[src/rtl/ysyx_2022040010_mem_arbiter.sv]
// Single-port memory arbiter between IF and LS, one transaction in flight.
// Define ARB_ROUND_ROBIN_EN to alternate ties; otherwise LS always wins.
module ysyx_2022040010_mem_arbiter #(
  parameter int ADDR_W = 32,
  parameter int DATA_W = 64
) (
  input  logic                clk,
  input  logic                rst,
  input  logic                flush,
  input  logic                if_req_valid,
  input  logic [ADDR_W-1:0]   if_addr,
  output logic                if_ready,
  output logic                if_rvalid,
  output logic [DATA_W-1:0]   if_rdata,
  input  logic                ls_req_valid,
  input  logic                ls_we,
  input  logic [ADDR_W-1:0]   ls_addr,
  input  logic [DATA_W-1:0]   ls_wdata,
  input  logic [DATA_W/8-1:0] ls_wmask,
  output logic                ls_ready,
  output logic                ls_rvalid,
  output logic [DATA_W-1:0]   ls_rdata,
  output logic                mem_req_valid,
  input  logic                mem_req_ready,
  output logic                mem_we,
  output logic [ADDR_W-1:0]   mem_addr,
  output logic [DATA_W-1:0]   mem_wdata,
  output logic [DATA_W/8-1:0] mem_wmask,
  input  logic                mem_rsp_valid,
  input  logic [DATA_W-1:0]   mem_rdata,
  output logic                stallreq_for_if,
  output logic                stallreq_for_ls
);

  localparam int MASK_W = DATA_W / 8;
  localparam logic OWN_IF = 1'b0;
  localparam logic OWN_LS = 1'b1;

  typedef enum logic [1:0] {
    S_IDLE,
    S_REQ,
    S_WAIT
  } state_e;

  state_e              state_q;
  logic                owner_q;
  logic                if_pend_q;
  logic                ls_pend_q;
  logic                drop_q;
  logic                mem_vld_q;
  logic                mem_we_q;
  logic [ADDR_W-1:0]   mem_addr_q;
  logic [DATA_W-1:0]   mem_wdata_q;
  logic [MASK_W-1:0]   mem_wmask_q;
  logic                if_rvld_q;
  logic                ls_rvld_q;
  logic [DATA_W-1:0]   if_rdata_q;
  logic [DATA_W-1:0]   ls_rdata_q;
`ifdef ARB_ROUND_ROBIN_EN
  logic                last_q;
`endif

  logic grant;
  logic pick_ls;
  logic ls_gnt;
  logic if_gnt;
  logic if_busy;
  logic kill;
  logic rsp_done;

  always_comb begin
    pick_ls = 1'b0;
    grant   = 1'b0;
    if (state_q == S_IDLE) begin
      grant = ls_req_valid | if_req_valid;
`ifdef ARB_ROUND_ROBIN_EN
      if (ls_req_valid && if_req_valid)
        pick_ls = (last_q == OWN_IF);
      else
        pick_ls = ls_req_valid;
`else
      pick_ls = ls_req_valid;
`endif
    end
  end

  assign ls_gnt   = grant & pick_ls;
  assign if_gnt   = grant & ~pick_ls;
  assign if_busy  = if_gnt |
                    ((state_q != S_IDLE) && (owner_q == OWN_IF));
  assign kill     = flush & if_busy;
  assign rsp_done = (state_q == S_WAIT) & mem_rsp_valid;

  always_ff @(posedge clk or negedge rst) begin
    if (!rst) begin
      state_q     <= S_IDLE;
      owner_q     <= OWN_IF;
      if_pend_q   <= 1'b0;
      ls_pend_q   <= 1'b0;
      drop_q      <= 1'b0;
      mem_vld_q   <= 1'b0;
      mem_we_q    <= 1'b0;
      mem_addr_q  <= '0;
      mem_wdata_q <= '0;
      mem_wmask_q <= '0;
      if_rvld_q   <= 1'b0;
      ls_rvld_q   <= 1'b0;
      if_rdata_q  <= '0;
      ls_rdata_q  <= '0;
`ifdef ARB_ROUND_ROBIN_EN
      last_q      <= OWN_IF;
`endif
    end else begin
      if_rvld_q <= 1'b0;
      ls_rvld_q <= 1'b0;
      unique case (state_q)
        S_IDLE: begin
          if (grant) begin
            state_q     <= S_REQ;
            owner_q     <= pick_ls;
            mem_vld_q   <= 1'b1;
            mem_we_q    <= ls_gnt & ls_we;
            mem_addr_q  <= ls_gnt ? ls_addr : if_addr;
            mem_wdata_q <= ls_gnt ? ls_wdata : '0;
            mem_wmask_q <= ls_gnt ? ls_wmask : '0;
            if_pend_q   <= if_pend_q | if_gnt;
            ls_pend_q   <= ls_pend_q | ls_gnt;
`ifdef ARB_ROUND_ROBIN_EN
            last_q      <= pick_ls;
`endif
          end
        end
        S_REQ: begin
          if (mem_req_ready) begin
            state_q   <= S_WAIT;
            mem_vld_q <= 1'b0;
          end
        end
        S_WAIT: begin
          if (mem_rsp_valid) begin
            state_q <= S_IDLE;
            if (owner_q == OWN_LS) begin
              ls_rdata_q <= mem_rdata;
              ls_rvld_q  <= 1'b1;
              ls_pend_q  <= 1'b0;
            end else if (!drop_q && !flush) begin
              if_rdata_q <= mem_rdata;
              if_rvld_q  <= 1'b1;
              if_pend_q  <= 1'b0;
            end
          end
        end
        default: state_q <= S_IDLE;
      endcase
      // A flushed IF fetch still runs on the bus; only its reply is discarded.
      if (kill) begin
        drop_q    <= 1'b1;
        if_pend_q <= 1'b0;
      end
      if (rsp_done)
        drop_q <= 1'b0;
    end
  end

  assign if_ready        = if_gnt;
  assign ls_ready        = ls_gnt;
  assign if_rvalid       = if_rvld_q;
  assign ls_rvalid       = ls_rvld_q;
  assign if_rdata        = if_rdata_q;
  assign ls_rdata        = ls_rdata_q;
  assign mem_req_valid   = mem_vld_q;
  assign mem_we          = mem_we_q;
  assign mem_addr        = mem_addr_q;
  assign mem_wdata       = mem_wdata_q;
  assign mem_wmask       = mem_wmask_q;
  assign stallreq_for_if = if_req_valid | if_pend_q;
  assign stallreq_for_ls = ls_req_valid | ls_pend_q;

endmodule

[config.mk]
export PLATFORM = sky130hd
export DESIGN_NAME = ysyx_2022040010_mem_arbiter
export DESIGN_NICKNAME = d
export VERILOG_FILES = /design/src/rtl/ysyx_2022040010_mem_arbiter.sv
export SDC_FILE = /design/constraint.sdc
export NUM_CORES = 1
export LEC_CHECK = 0
export CAP_MARGIN = 0
export CORE_AREA = 10 10 166 168
export DETAILED_ROUTE_END_ITERATION = 7
export DIE_AREA = 0 0 176 178
export GPL_TIMING_DRIVEN = 0
export HOLD_SLACK_MARGIN = 0.12
export PLACE_DENSITY_LB_ADDON = 0.15
export SLEW_MARGIN = 20
export SYNTH_ARGS = -nofsm -noshare
export SYNTH_HDL_FRONTEND = slang
export SYNTH_SLANG_ARGS = --single-unit
[constraint.sdc]
create_clock -name clk -period 2.9 [get_ports clk]
set_clock_uncertainty 0.05 [all_clocks]
set_input_delay 0.58 -clock clk [delete_from_list [all_inputs] [get_ports clk]]
set_output_delay 0.58 -clock clk [all_outputs]
set_load 0.01 [all_outputs]
==> flow_metrics.tcl <==
set metrics [dict create \
    run_status "finished, final reports clean" \
    buffer_ports.inserted 447 \
    reg2reg_setup_slack_ns 0.88 \
    seq_power_share_pct 34.6 \
    post-route-period-util_pct 96.27 \
    max_clock_freq_ghz 0.3582 \
    post_synth_instance_area_um2 9290 \
    placementRows 57 \
    clk-insertion-delay-late_ns 0.52 \
    cts-root-to-sink-buffers 3 \
    leakage_nw 6.831 \
    synthToLayoutAreaGrowth_pct 64.04 \
    grt_pass1_wl_um 49890 \
    timing.max_cap.violations 0 \
    multi_input_comb_area_um2 2960 \
    stdcell_count 1444 \
    regToRegStartpoint "state_q[1]$_DFFE_PN0P_" \
    area_used_by_sequential_logic_in_the_layout_um2 6056 \
    reg2reg_to "ls_rdata[24]$_DFFE_PN0P_" \
    layout-drive-gt1-share_pct 18.34 \
    critical_path.cell_chain "clkdlybuf4s50_1 > or4b_2 > inv_1 > dlygate4sd2_1" \
    synth_largest_type_area_fraction_pct 65.19 \
    syn-num-nets 824 \
    avgSynthCellArea_um2 15.08 \
    grt_pass1_vias 7812 \
    die_height_um 178 \
    tns_ns 0 \
    end_kind "output pin" \
    antenna_found_initial 4 \
    vias 7189 \
    route.final.wire_length_um 33710 \
    route.antenna.remaining_nets 0 \
    cp_buf_inv_count 3 \
    floorplan.die.width_um 176 \
    grt_util_all_layers_pct 20.64 \
    number_of_hold_violations_in_the_final_report 0 \
    place.detailed.instances 1389 \
    cpMaxStageDelayCell "or4b_2" \
    nFillCells 1900 \
    coreArea_um2 24110 \
    avgRoutedWirePerCell_um 23.34 \
    crit_type "in2out" \
    ys_seq_elements 242 \
    via_density_per_instance 4.979 \
    worst-endpoint-arrival_ns 2.16 \
    p_per_cell_area_nw_per_um2 1092 \
    remaining_drc_errors 0 \
    timing.slew.headroom_pct 59.72 \
    final-max-slew-violation-count 0 \
    setup_violations 0 \
    cpPeakStageDelay_ns 0.66 \
    clock-root-buffer "clkbuf_16" \
    min_path_type "reg2reg" \
    global_route.overflow_total 0 \
    holdPathEnd "mem_addr[16]$_DFFE_PN0P_" \
    most_common_cell_after_layout_fill_and_taps_aside "clkdlybuf4s50_1" \
    max-vdd-ir-drop_v 0.0005782 \
    total_switching_power_mw 5.220 \
    critical_path_required_ns 2.27 \
    place_congestion 0.7832 \
    final_hpwl_from_detailed_placement_um 26380 \
    yosys_warnings 0 \
    min_delay_path_depth 2 \
    grt_max_degree 97 \
    comb_power_share_pct 43.4 \
    critical_path.startpoint "if_req_valid" \
    cts_tree "yes" \
    yosys-top-cells-area "dfrtp_1 65%, mux2_2 9.6%, mux2_4 7.9%, a22o_1 6.9%, o21ai_0 3.4%" \
    htree_levels 1 \
    synth_cell_types 29 \
    die_outline_area_um2 31330 \
    total_clock_buffers_created_by_cts 28 \
    clk_pin_slew_ns 0.06 \
    syn-instance-count 616 \
    power_report.internal_total_mw 11.42 \
    timing.final.crit_period_ns 2.792 \
    p_clk_share_pct 22.0 \
    switching_share_pct 31.37 \
    num_clock_sinks 242 \
    synth_seq_area_share_pct 65.19 \
    critPathLaunchType "input port" \
    post_cts.repair.setup_buffers 0 \
    critPathTopFamily "buffers and inverters" \
    yosys.area.top_type "dfrtp_1" \
    hold_path.startpoint "mem_addr[16]$_DFFE_PN0P_" \
    timing.reg2reg.worst_path_depth 5 \
    nets 1304 \
    initial_cell_density_of_the_core_pct 38.54 \
    tightestPinTransition_ns 0.6043 \
    top_level_ports 448 \
    drt_first_iter_violations 390 \
    worst_path_maximum_fanout 4 \
    layout.cells.most_common_list "443 x clkdlybuf4s50_1, 242 x dfrtp_1, 79 x mux2_2, 73 x a22o_1, 63 x o21ai_0" \
    grt_setup_unrepaired "false" \
    firstDrtPassIters 4 \
]
-- per-layer routing --
layer / wire length, um / GRT usage (%) / part of all wire (%)
met1: 12440 / 22.58 / 37
met3: 3496 / 8.562 / 10
met5: 10 / 0 / 0.030
met4: 712 / 5.510 / 2.1
met2: 17050 / 36.28 / 51
-- timing repair --
action	in CTS	in global routing
setup endpoints to repair	2	0
hold buffers	1	0
gates resized for setup	8	0
endpoints found under the hold margin	62	0
-- final cells by class --
type	instances	share of cell area [%]
antenna	2	0.03284
sequential	242	39.74
tap	324	2.660
timing repair buffer	450	29.79
clock buffer	43	5.558
buffer	48	1.790
inverter	4	0.09852
multi-input combinational	322	19.43
clock inverter	9	0.9031
-- registers in the layout (all words and copies together), names as in the netlist, 2 cells and up --
| register | count |
|---|---|
| if_rdata | 64 |
| ls_rdata | 64 |
| mem_wdata | 64 |
| mem_addr | 32 |
| mem_wmask | 8 |
| state_q | 2 |
-- how the worst max path moves through the flow --
stage,end,slack [ns],cells past startpoint
final,if_ready,0.11,4
after global routing,if_ready,0.06,4
after CTS,if_ready,0.10,4
after detailed placement,ls_ready,-0.92,5
after global placement,mem_addr[19]$_DFFE_PN0P_,-9.38,1
after floorplan,if_ready,0.89,2
-- power by group through the flow --
stage	clock [mW]	sequential (mW)	combinational [mW]
2_1_floorplan	0	6.41	2.20
5_1_grt	3.89	5.95	7.71
4_1_cts	3.76	5.75	7.36
3_5_place_dp	0	5.76	7.35
6_report	3.67	5.75	7.22
3_3_place_gp	0	5.75	7.24
-- cell usage after synthesis --
master and number:
a21boi_0 1, mux2_4 49, buf_4 1, nand4b_1 1
o41ai_1 1, dfrtp_1 242, o21ai_1 2, a22o_1 73
o21bai_1 1, or2_1 2, buf_6 8, or4_4 1
mux2_2 79, nor2_1 3, nor3b_1 2, a21oi_1 1
nand2b_1 1, nand2_1 2, buf_2 12, or4b_2 1
clkbuf_1 27, o22ai_1 33, nor3_1 1, o21ai_0 63
inv_1 4, a21o_1 1, nand3b_4 1, or2_2 2
o21a_1 1
-- stage by stage --
stage          hold slack, ns  setup slack, ns  total power, mW  utilization, %  instance area [um^2]
3_5_place_dp           0.4317          -0.9210            13.10           59.03                 14230
6_report               0.4497           0.1083            16.64           63.22                 15240
2_1_floorplan          0.2344           0.8922            8.614               -                  9290
3_3_place_gp           0.4328           -9.375            12.98           58.78                 14170
5_1_grt                0.4643          0.05612            17.54           63.22                 15240
4_1_cts                0.4516           0.1038            16.87           63.20                 15230
-- kinds of logic after synthesis --
logic type      Yosys count  synth area share, %
compound gates          177                13.08
simple gates             17                1.293
buf+inv                  52                2.950
flops                   242                65.19
mux                     128                17.49
-- tightest hold or removal path, stage by stage, from the launching register on --
cell and delay (ns):
dfrtp_1 0.33, o21ai_0 0.07, o21ai_0 0.06
No activity file was read; power rests on OpenSTA's default activity.
